## config.mk

```make
export PLATFORM = sky130hd
export DESIGN_NAME = std_pipe_reg
export DESIGN_NICKNAME = d
export VERILOG_FILES = /design/src/rtl/std_pipe_pkg.sv /design/src/rtl/std_pipe_stage.sv /design/src/rtl/std_pipe_reg.sv
export SDC_FILE = /design/constraint.sdc
export NUM_CORES = 1
export LEC_CHECK = 0
export BUFFER_PORTS_ARGS = -buffer_cell sky130_fd_sc_hd__buf_2
export CORE_MARGIN = 4
export CORE_UTILIZATION = 30
export DETAILED_ROUTE_END_ITERATION = 10
export PLACE_DENSITY = 0.58
export SLEW_MARGIN = 20
export SYNTH_ARGS = -nofsm -noshare
export SYNTH_HDL_FRONTEND = slang
export SYNTH_SLANG_ARGS = --single-unit
```

## constraint.sdc

```tcl
create_clock -name clk -period 1.4 [get_ports clk]
set_input_delay 0.21 -clock clk [delete_from_list [all_inputs] [get_ports clk]]
set_output_delay 0.21 -clock clk [all_outputs]
set_load 0.1 [all_outputs]
```

## src/rtl/std_pipe_pkg.sv

```systemverilog
// std_pipe_pkg -- shared helpers for the std_pipe_reg pipeline slice.
//   cnt_width(depth) : bit width needed to hold an item count of 0..depth.
package std_pipe_pkg;

  function automatic int cnt_width(input int depth);
    // Clamp so an illegal DEPTH still yields a legal port width; the top
    // module reports the real error at elaboration.
    return (depth < 1) ? 1 : $clog2(depth + 1);
  endfunction

endpackage

```

## src/rtl/std_pipe_stage.sv

```systemverilog
// std_pipe_stage -- one register stage of the std_pipe_reg pipeline.
// Ports:
//   clk, reset   : clock, synchronous active-high reset
//   flush        : clear valid at the next edge, keep data
//   ready        : this stage may take from upstream this cycle
//   prev_valid   : upstream stage (or input handshake) holds an item
//   prev_data    : upstream payload
//   valid, data  : registered stage state
module std_pipe_stage #(
  parameter int              WIDTH     = 32,
  parameter logic [WIDTH-1:0] RESET_VAL = '0
) (
  input  logic             clk,
  input  logic             reset,
  input  logic             flush,
  input  logic             ready,
  input  logic             prev_valid,
  input  logic [WIDTH-1:0] prev_data,
  output logic             valid,
  output logic [WIDTH-1:0] data
);

  always_ff @(posedge clk) begin
    if (reset) begin
      valid <= 1'b0;
      data  <= RESET_VAL;
    end else if (flush) begin
      valid <= 1'b0;
    end else if (ready) begin
      valid <= prev_valid;
      // Holding data on an empty upstream keeps the datapath quiet.
      if (prev_valid) begin
        data <= prev_data;
      end
    end
  end

endmodule

```

## src/rtl/std_pipe_reg.sv

```systemverilog
// std_pipe_reg -- valid/ready pipeline register chain with bubble collapse.
// Ports:
//   clk, reset            : clock, synchronous active-high reset
//   in_data/in_valid      : upstream payload and offer
//   in_ready              : upstream transfer accepted this cycle
//   out_data/out_valid    : final-stage payload and valid
//   out_ready             : downstream accepts this cycle
//   flush                 : discard every held item
//   count                 : number of valid stages
// Parameters: WIDTH data bits, DEPTH stages (>= 1), RESET_VAL stage data on reset.
module std_pipe_reg
  import std_pipe_pkg::*;
#(
  parameter int               WIDTH     = 32,
  parameter int               DEPTH     = 2,
  parameter logic [WIDTH-1:0] RESET_VAL = '0
) (
  input  logic                         clk,
  input  logic                         reset,
  input  logic [WIDTH-1:0]             in_data,
  input  logic                         in_valid,
  output logic                         in_ready,
  output logic [WIDTH-1:0]             out_data,
  output logic                         out_valid,
  input  logic                         out_ready,
  input  logic                         flush,
  output logic [cnt_width(DEPTH)-1:0]  count
);

  localparam int CW = cnt_width(DEPTH);

  if (DEPTH < 1) begin : g_bad_depth
    $error("std_pipe_reg: DEPTH must be >= 1");
  end
  if (WIDTH < 1) begin : g_bad_width
    $error("std_pipe_reg: WIDTH must be >= 1");
  end

  logic [DEPTH-1:0] valid;
  logic [DEPTH:0]   ready;
  logic [DEPTH-1:0] src_valid;
  logic [WIDTH-1:0] data     [DEPTH];
  logic [WIDTH-1:0] src_data [DEPTH];
  logic             in_fire;

  // ready[i] ripples back from out_ready so a stalled tail still lets
  // empty stages further up fill in.
  always_comb begin
    ready        = '0;
    ready[DEPTH] = out_ready;
    for (int i = DEPTH - 1; i >= 0; i--) begin
      ready[i] = !valid[i] || ready[i+1];
    end
  end

  assign in_ready = ready[0] && !flush;
  assign in_fire  = in_valid && in_ready;

  always_comb begin
    src_valid[0] = in_fire;
    src_data[0]  = in_data;
    for (int i = 1; i < DEPTH; i++) begin
      src_valid[i] = valid[i-1];
      src_data[i]  = data[i-1];
    end
  end

  for (genvar g = 0; g < DEPTH; g++) begin : g_stage
    std_pipe_stage #(
      .WIDTH     (WIDTH),
      .RESET_VAL (RESET_VAL)
    ) u_stage (
      .clk        (clk),
      .reset      (reset),
      .flush      (flush),
      .ready      (ready[g]),
      .prev_valid (src_valid[g]),
      .prev_data  (src_data[g]),
      .valid      (valid[g]),
      .data       (data[g])
    );
  end

  // The output valid is masked during flush so no transfer can complete
  // in a flush cycle.
  assign out_valid = valid[DEPTH-1] && !flush;
  assign out_data  = data[DEPTH-1];

  always_comb begin
    count = '0;
    for (int i = 0; i < DEPTH; i++) begin
      count = count + CW'(valid[i]);
    end
  end

endmodule

```

==> results of run 1 <==
==> metrics by stage <==
stage	hold slack [ns]	util [%]	std cells	setup WS, ns	TNS [ns]
final	0.1366	37.59	504	0.03546	0
after floorplan	0.2893	-	331	-0.3742	-0.4956
after global placement	0.4508	33.88	484	0.1892	0
after global routing	0.1278	37.59	504	-0.01362	-0.02126
after CTS	0.1158	36.72	500	-0.01634	-0.01634
after detailed placement	0.4589	33.88	484	0.1296	0
==> flip-flops by register name (all words and copies together), names as in the netlist <==
name	cells
g_stage.u_stage.data	64
g_stage.u_stage.valid	2
==> power by group through the flow <==
stage	registers (W)	logic (W)	clock network (W)
floorplan	0.00200	0.000282	0
global placement	0.00200	0.000377	0
detailed placement	0.00200	0.000383	0
CTS	0.00196	0.000386	0.00210
global route	0.00197	0.000443	0.00218
finish	0.00196	0.000409	0.00205
==> logic make-up (layout without fill, tap and decap cells) <==
logic type,after synthesis,in the layout,synth area share [%]
muxes,32,32,10.50
DFF,66,66,43.33
AOI/OAI and AO/OA,67,67,11.37
adders and majority gates,1,1,0.4103
buffers and inverters,60,100,14.03
and+or+nand+nor,105,105,20.35
==> path summary, 6_finish.rpt <==
check | end | startpoint
worst max-delay path | count[0] | g_stage[0].u_stage.valid
worst min-delay path | g_stage[0].u_stage.data[22] | in_data[22]
worst max register to register | g_stage[0].u_stage.data[19] | g_stage[1].u_stage.valid
worst min register to register | g_stage[1].u_stage.data[21] | g_stage[0].u_stage.data[21]
==> synth_stat cells, drive strengths merged <==
cell,number
nor3,2
a21oi,35
buf,42
nand3,32
dfxtp,66
clkbuf,18
or2b,1
nand2b,66
nor2b,3
ha,1
nor2,1
o21ai,32
mux2i,32
==> per-layer routing <==
metal | vias up | global-route usage (%) | share of wire (%)
li1 | 1146 | - | -
met5 | - | 0 | 0
met3 | 8 | 3.493 | 5.9
met2 | 56 | 19.95 | 48
met4 | 0 | 4.869 | 1.5
met1 | 1059 | 13.29 | 44
==> area by class of cell <==
type | instances | area (um2)
clock buffers | 9 | 123.9
clock inverters | 6 | 130.1
fillers | 1040 | 6128
multi-input cells | 205 | 1329
flip-flops and latches | 66 | 1326
well taps | 133 | 166.4
repair buffers | 85 | 615.6
==> critical path, stage by stage, from the launching register on <==
cell and delay, ns:
dfxtp_4 0.38, ha_4 0.28, buf_12 0.17
==> what timing repair did <==
action / in CTS / in global routing
setup endpoints to repair: 3 / 5
resized for setup: 4 / 1
hold buffers: 0 / 0
pin swaps: 1 / 1
buffers inserted: 1 / 2
cloned: 0 / 2
==> results.ini, run 1 <==
[run_status]
outcome = finished clean

[critical_path]
end_kind = output port
cp_max_fo = 6
startpoint_type = register
r2r_slack_ns = 0.07
critPathRequiredTime_ns = 1.19
worstRegToRegCells = 6
cp.arrival_ns = 1.15
path_class = reg2out

[global_routing]
track_usage_pct = 11.57
grt_pass1_vias = 2269
grt_pass1_wl_um = 10820
grt_antenna_before_repair = 0
overflow = 0
grt_max_degree = 99

[drt]
wl_per_cell_um = 13.35
first_iter_violations = 60
routed_wl_um = 6730
viasPerCell = 4.502
drc = 0
firstDrtPassIters = 4
num_vias = 2269
final_antenna_net_count = 0

[pwr]
power.total_w = 0.004414
power_frac_comb_pct = 9.3
p_switching_w = 0.0009510
p_clk_share_pct = 46.3
irDropWorstVdd_mv = 0.4495
power.density_nw_per_um2 = 1196
internal-power_w = 0.003463
p_leak_nw = 1.457
swShare_pct = 21.54
p_seq_share_pct = 44.4

[timing]
fin_skew_ns = 0.01064
slew_headroom_pct = 66.73
hold_violations = 0
setup_violations = 0
fmax_mhz = 732.8
worstMarginPinSlew_ns = 0.5024
slew_viol_final = 0
fin_crit_ns = 1.365
rsz0062_at_grt = yes
period_share_pct = 97.47

[synthesis]
synth.top_cell.area_share_pct = 43.33
synth-seq-cells = 66
synth_area_leaders = dfxtp_1, nand2b_1, mux2i_1, buf_4, a21oi_1
synth_area_um2 = 3049
synth-seq-area-share_pct = 43.33
avgSynthCellArea_um2 = 9.212
netlist_instances = 331
syn_nets = 369
yosysWarnings = 0
synth.largest_area_cell = dfxtp_1
yosysUniqueCellTypes = 18

[placed_design]
dp_hpwl_um = 4271
port-buffer-count = 72
place_congestion = 0.7595
place_area_um2 = 3327

[floorplanning]
chipWidth_um = 108.8
start_util_pct = 31.05
ioPinCount = 73
row_count = 36
coreArea_um2 = 9819
fp.dieH_um = 108.8
dieArea_um2 = 11840

[finish]
layout-drive-gt1-share_pct = 29.11
layout_common_cells = buf_2, nand2b_1, dfxtp_1
layout_commonest_cell = buf_2
area_growth_pct = 21.05
final_area_um2 = 3691
final_nets = 405
antenna_cells = 0

[clock_tree]
cts_inserted_buffers = 9
clk_path_buf_depth = 2
cts.clk_slew.worst_paths_ns = 0.08
cts_tree = done
cts_sinks = 66
htreeDepth = 3
clk_latency_ns = 0.33
cts-root-buf = clkbuf_8

[min_path]
hold_class = in2reg
whs_path_depth = 3

[job]
maxCapViolations = 0

Power figures use the tool's default switching activity.
==> run 2, diff against run 1 <==
Settings changed: SYNTH_HIERARCHICAL set to 1.
==> run 2 against run 1 <==
Core utilization increased by 1.6 points. Synthesized cell count decreased by 11%. Critical path depth increased by 4. Clock skew shrank 0.0068 ns. Worst hold slack worse by 0.0017 ns. The run now ends with negative setup slack left. Via count is 7.8% lower. Routed wire length down 14%. Count of clock-buffer cells in the layout grew 4. Largest power group is now sequential cells. Critical endpoint is now g_stage[0].u_stage/data[11].
==> results.ini, run 2 <==
[synthesis]
synth_area_um2 = 3064  ; +0.49%
synthFlopType = dfxtp_1
synth_area_leaders = dfxtp_1, nand2b_1, mux2i_1, buf_12, clkbuf_1
syn_nets = 331  ; -10%
yosysWarnings = 6  ; +6
synth.largest_area_cell = dfxtp_1
avgSynthCellArea_um2 = 10.46  ; +14%
synth-seq-area-share_pct = 43.12  ; -0.21 points
synth.top_cell.area_share_pct = 43.12  ; -0.21 points
synth-seq-cells = 66  ; unchanged
synth_commonest_cells = nand2b_1, dfxtp_1, mux2i_1
yosysUniqueCellTypes = 15  ; -3
synth.most_common_cell = nand2b_1
synth-edff-count = 0  ; unchanged
netlist_instances = 293  ; -11%
async_reset_ff_share_pct = 0  ; unchanged

[critical_path]
cp_max_fo = 6  ; unchanged
end_kind = register
worstRegToRegCells = 6  ; unchanged
path_class = reg2reg
r2r_slack_ns = -0.11  ; -0.18 ns
startpoint_type = register
reg2reg_from = g_stage[1].u_stage/valid
crit_path_top_delay_cell = dfxtp_2
rr_endpoint = g_stage[0].u_stage/data[11]
max_stage_delay_ns = 0.33  ; -0.05 ns
cp.arrival_ns = 1.77  ; +0.62 ns
critPathRequiredTime_ns = 1.66  ; +0.47 ns
worst_path_most_repeated_cell = and3b_2
path_cells = and3b_2 -> nor3b_2 -> and3b_2 -> buf_4 -> clkbuf_16 -> mux2i_1

[pwr]
irDropWorstVdd_mv = 0.4525  ; +0.68%
power.total_w = 0.003906  ; -12%
power.density_nw_per_um2 = 1011  ; -15%
p_leak_nw = 1.494  ; +2.6%

[floorplanning]
dieArea_um2 = 11900  ; +0.46%
ioPinCount = 73  ; unchanged
chipWidth_um = 109.1  ; +0.23%
coreArea_um2 = 9864  ; +0.46%
row_count = 36  ; unchanged
start_util_pct = 31.06  ; about the same
fp.dieH_um = 109.1  ; +0.23%

[run_status]
outcome = complete, but fails checks
violations = negative setup slack

[min_path]
hold_class = in2reg
hold_end = g_stage[0].u_stage/data[25]
whs_path_depth = 3  ; unchanged
holdCritStartpoint = in_data[25]

[finish]
largest_register_ffs = 64  ; unchanged
final_area_um2 = 3864  ; +4.7%
reg.largest.list = g_stage.u_stage/data (64), g_stage.u_stage/valid (2)
regMostFlops = g_stage.u_stage/data
area_growth_pct = 26.09
final_nets = 404  ; -0.25%
utilization_pct = 39.17  ; +1.6 points
layout-drive-gt1-share_pct = 28.92  ; -0.19 points
layout_common_cells = nand2b_1, buf_2, mux2i_1
antenna_cells = 0  ; unchanged
layout_commonest_cell = nand2b_1

[clock_tree]
cts_inserted_buffers = 9  ; unchanged
cts-root-buf = clkbuf_8
cts_tree = done
cts.clk_slew.worst_paths_ns = 0.07  ; about the same
cts_hold_buf = 0  ; unchanged
clk_path_buf_depth = 2  ; unchanged
htreeDepth = 3  ; unchanged
clk_latency_ns = 0.33  ; about the same
cts_sinks = 66  ; unchanged

[global_routing]
grt_pass1_vias = 1961  ; -14%
grt_antenna_before_repair = 0  ; unchanged
overflow = 0  ; unchanged
track_usage_pct = 10.06  ; -1.5 points
grt_pass1_wl_um = 9266  ; -14%
grt_max_degree = 131  ; +32%

[job]
maxCapViolations = 0  ; unchanged

[drt]
final_antenna_net_count = 0  ; unchanged
wl_per_cell_um = 11.48  ; -14%
drc = 0  ; unchanged
routed_wl_um = 5772  ; -14%
firstDrtPassIters = 4  ; unchanged
wl_met2_um = 2679  ; -18%
viasPerCell = 4.157  ; -7.7%
drt-met1-wl_um = 2667  ; -10%
first_iter_violations = 97  ; +62%
top_layer = met4
num_vias = 2091  ; -7.8%
wl_met3_um = 328  ; -17%

[placed_design]
dp_hpwl_um = 3834  ; -10%
place_congestion = 0.6486  ; -15%
port-buffer-count = 72  ; unchanged
place_area_um2 = 3593  ; +8.0%
dp_slack_ns = -0.06993  ; -0.1995 ns

[timing]
fmax_mhz = 661.6  ; -9.7%
slew_viol_final = 0  ; unchanged
fin_ws_ns = -0.1116  ; -0.1470 ns
period_share_pct = 108.0  ; +11 points
slew_headroom_pct = 67.16  ; +0.43 points
hold_violations = 0  ; unchanged
worstMarginPinSlew_ns = 0.4959  ; -0.006502 ns
setup_violations = 34  ; +34
fin_skew_ns = 0.003861  ; -0.006776 ns
fin_crit_ns = 1.512  ; +0.1470 ns
rsz0062_at_grt = yes
setup_tns_ns = -1.896  ; -1.896 ns

==> run 2: cells by family (layout without fill, tap and decap cells) <==
family,count (synthesis),after routing,share of synthesized area [%]
AND/OR/NAND/NOR,137,137,28.34
multiplexers,66,66,21.56
flip-flops,66,66,43.12
buffers and inverters,23,100,6.574
adder cells (fa/ha/maj),1,1,0.4083
==> run 2: how the worst max path moves through the flow <==
stage | startpoint | endpoint | slack [ns] | depth (start not counted)
final | g_stage[1].u_stage/valid | g_stage[0].u_stage/data[11] | -0.11 | 6
after detailed placement | g_stage[1].u_stage/valid | g_stage[0].u_stage/data[30] | -0.07 | 5
after global placement | g_stage[1].u_stage/valid | g_stage[0].u_stage/data[12] | 0.01 | 5
after global routing | g_stage[1].u_stage/valid | g_stage[0].u_stage/data[18] | -0.18 | 6
after floorplan | g_stage[1].u_stage/valid | g_stage[0].u_stage/data[0] | 0.004 | 6
after CTS | g_stage[1].u_stage/valid | g_stage[0].u_stage/data[12] | -0.10 | 5
==> run 2: what timing repair did <==
action | 4_1_cts | 5_1_grt
pin swaps | 1 | 1
cloned | 0 | 1
hold endpoints to repair | 0 | 0
buffers inserted | 0 | 3
endpoints found under the setup margin | 35 | 35
gates resized for setup | 4 | 0
==> run 2: final cells by class <==
| class | count | area, um2 |
|---|---|---|
| fillers | 1011 | 6001 |
| multi-input cells | 204 | 1573 |
| flip-flops and latches | 66 | 1323 |
| repair buffers | 84 | 594.3 |
| clock buffers | 13 | 168.9 |
| well taps | 133 | 166.4 |
| clock inverters | 2 | 35.03 |
| inverters | 1 | 3.754 |
==> run 2: stage by stage <==
stage	hold WS [ns]	cells
6_report	0.1350	503
5_1_grt	0.1083	503
4_1_cts	0.1097	499
3_5_place_dp	0.4569	484
3_3_place_gp	0.4553	484
2_1_floorplan	0.2893	293
==> run 2: worst max-delay path: cells and delay by family (launching register included) <==
kind / cells / cell delay [ns]
flops: 1 / 0.33
mux: 1 / 0.18
simple gates: 3 / 0.66
buf+inv: 2 / 0.29
==> run 2: layer usage <==
layer	vias to the layer above	global-route usage [%]
met5	-	0
met4	0	5.681
met3	9	3.138
met2	45	15.35
met1	951	12.51
li1	1086	-
==> run 2: where the power goes <==
group          internal, W  total, W  switching (W)
combinational     0.000183  0.000342       0.000160
clock             0.000957   0.00163       0.000675
sequential         0.00191   0.00193      0.0000181
total              0.00305   0.00391       0.000853
==> run 3, diff against run 2 <==
Settings changed: BUFFER_PORTS_ARGS -buffer_cell sky130_fd_sc_hd__buf_2 to -buffer_cell sky130_fd_sc_hd__clkbuf_2, TNS_END_PERCENT set to 5.
==> run 3 against run 2 <==
The run still ends with negative setup slack left. Combinational power decreased by 3%. Register-to-register slack improved by 0.07 ns. Core utilization increased by 0.22 points. Routed wire length decreased by 0.26%. Power increased by 7.8%. Largest cell class unchanged. Count of clock-buffer cells in the layout decreased by 3. Sequential share of layout area decreased by 0.16 points. Fmax increased by 0.75%. Global-route usage decreased by 0.21 points. Critical endpoint is now in_ready. Cell count decreased by 0.40%.
==> results.ini, run 3 (synthesis gave the netlist of run 2 again) <==
[run_status]
outcome = complete, but fails checks
violations = negative setup slack

[global_routing]
overflow = 0  ; unchanged
grt_antenna_before_repair = 0  ; unchanged
track_usage_pct = 9.854  ; -0.21 points
grt_max_degree = 131  ; unchanged
grt_pass1_vias = 1937  ; -1.2%
grt_pass1_wl_um = 9170  ; -1.0%

[drt]
first_iter_violations = 64  ; -34%
final_antenna_net_count = 0  ; unchanged
routed_wl_um = 5757  ; -0.26%
num_vias = 2050  ; -2.0%
wl_per_cell_um = 11.49  ; +0.14%
drc = 0  ; unchanged
firstDrtPassIters = 4  ; unchanged
viasPerCell = 4.092  ; -1.6%

[timing]
setup_violations = 34  ; unchanged
slew_viol_final = 0  ; unchanged
fin_ws_ns = -0.1003  ; +0.01129 ns
fin_crit_ns = 1.500  ; -0.01128 ns
setup_tns_ns = -0.9760  ; +0.9202 ns
worstMarginPinSlew_ns = 0.5432  ; +0.04723 ns
slew_headroom_pct = 63.94  ; -3.2 points
hold_slack_ns = 0.1097  ; -0.02526 ns
rsz0062_at_grt = yes
period_share_pct = 107.2  ; -0.81 points
fin_skew_ns = 0.006809  ; +0.002948 ns
fmax_mhz = 666.5  ; +0.75%
hold_violations = 0  ; unchanged

[finish]
layout-drive-gt1-share_pct = 28.80  ; -0.11 points
largest_register_ffs = 64  ; unchanged
area_growth_pct = 26.79
layout_common_cells = nand2b_1, mux2i_1, dfxtp_1
antenna_cells = 0  ; unchanged
layout_commonest_cell = nand2b_1
reg.largest.list = g_stage.u_stage/data (64), g_stage.u_stage/valid (2)
final_cells = 501  ; -0.40%
final_nets = 401  ; -0.74%
regMostFlops = g_stage.u_stage/data

[floorplanning]
chipWidth_um = 109.1  ; unchanged
coreArea_um2 = 9864  ; unchanged
start_util_pct = 31.06  ; unchanged
dieArea_um2 = 11900  ; unchanged
ioPinCount = 73  ; unchanged
fp.dieH_um = 109.1  ; unchanged
row_count = 36  ; unchanged

[clock_tree]
clk_path_buf_depth = 2  ; unchanged
clk_latency_ns = 0.33  ; about the same
htreeDepth = 3  ; unchanged
cts_tree = done
cts_inserted_buffers = 9  ; unchanged
cts_hold_buf = 0  ; unchanged
cts.clk_slew.worst_paths_ns = 0.08  ; about the same
cts_sinks = 66  ; unchanged
cts-root-buf = clkbuf_8

[placed_design]
place_congestion = 0.7240  ; +12%
dp_cells = 485  ; +0.21%
port-buffer-count = 72  ; unchanged
dp_hpwl_um = 3830  ; -0.11%

[critical_path]
worstRegToRegCells = 5  ; -1
path_cells = and3b_2 -> buf_4 -> nor2_4 -> buf_12
end_kind = output port
path_class = reg2out
critPathTopFamily = flip-flops
startpoint_type = register
cp.arrival_ns = 1.29  ; -0.48 ns
crit_start = g_stage[1].u_stage/valid
max_stage_delay_ns = 0.33  ; about the same
cp_max_fo = 4  ; -2
reg2reg_from = g_stage[1].u_stage/valid
critical_path_buf_inv_count = 2  ; unchanged
r2r_slack_ns = -0.04  ; +0.07 ns
crit_path_top_delay_cell = dfxtp_2
critPathRequiredTime_ns = 1.19  ; -0.47 ns
rr_endpoint = g_stage[0].u_stage/data[29]

[pwr]
power.density_nw_per_um2 = 1084  ; +7.2%
irDropWorstVdd_mv = 0.4524  ; about the same
p_leak_nw = 1.473  ; -1.4%
power.total_w = 0.004212  ; +7.8%

[min_path]
whs_path_depth = 3  ; unchanged
holdCritStartpoint = in_data[23]
hold_end = g_stage[0].u_stage/data[23]
hold_class = in2reg

[job]
maxCapViolations = 0  ; unchanged

==> run 3: repair_timing <==
item | 4_1_cts | 5_1_grt
setup endpoints to repair | 36 | 38
pin swaps | 3 | 0
gates resized for setup | 3 | 4
buffers inserted | 0 | 0
==> run 3: layout make-up <==
class                           count  area (um2)
Inverter                            1       3.754
Sequential cell                    66        1324
Tap cell                          133       166.4
Timing Repair Buffer               81       580.6
Fill cell                         988        5979
Multi-Input combinational cell    204        1568
Clock inverter                      6       115.1
Clock buffer                       10       127.6
==> run 3: power by group <==
part / switching (W) / internal [W]
Sequential: 0.0000176 / 0.00191
Combinational: 0.000157 / 0.000176
Clock: 0.000760 / 0.00119
Total: 0.000934 / 0.00328
==> run 3: per-layer routing <==
layer	track usage (%)	up-vias	part of all wire (%)
met2	15.39	45	45
met5	0	-	0
met1	12.37	915	49
li1	-	1081	-
met3	2.664	9	4.7
met4	5.140	0	1.8
==> run 3: worst max-delay path by stage <==
stage,to,depth (start not counted)
after floorplan,out_valid,1
after global placement,g_stage[0].u_stage/data[6],5
after detailed placement,g_stage[0].u_stage/data[15],5
after CTS,in_ready,4
after global routing,in_ready,4
final,in_ready,4
==> run 3: per-stage QoR <==
step | worst slack [ns] | util, % | area [um2]
global placement | 0.01060 | 36.76 | 3626
detailed placement | -0.04480 | 36.76 | 3626
global route | -0.1561 | 39.38 | 3885
finish | -0.1003 | 39.38 | 3885
CTS | -0.1274 | 39.37 | 3884
floorplan | -0.0003747 | - | 3074
==> run 3: worst register-to-register path: stages (launching register included) <==
cell,delay [ns]
dfxtp_2,0.33
and3b_2,0.21
nor3b_2,0.17
and3b_2,0.27
buf_12,0.19
mux2i_1,0.19
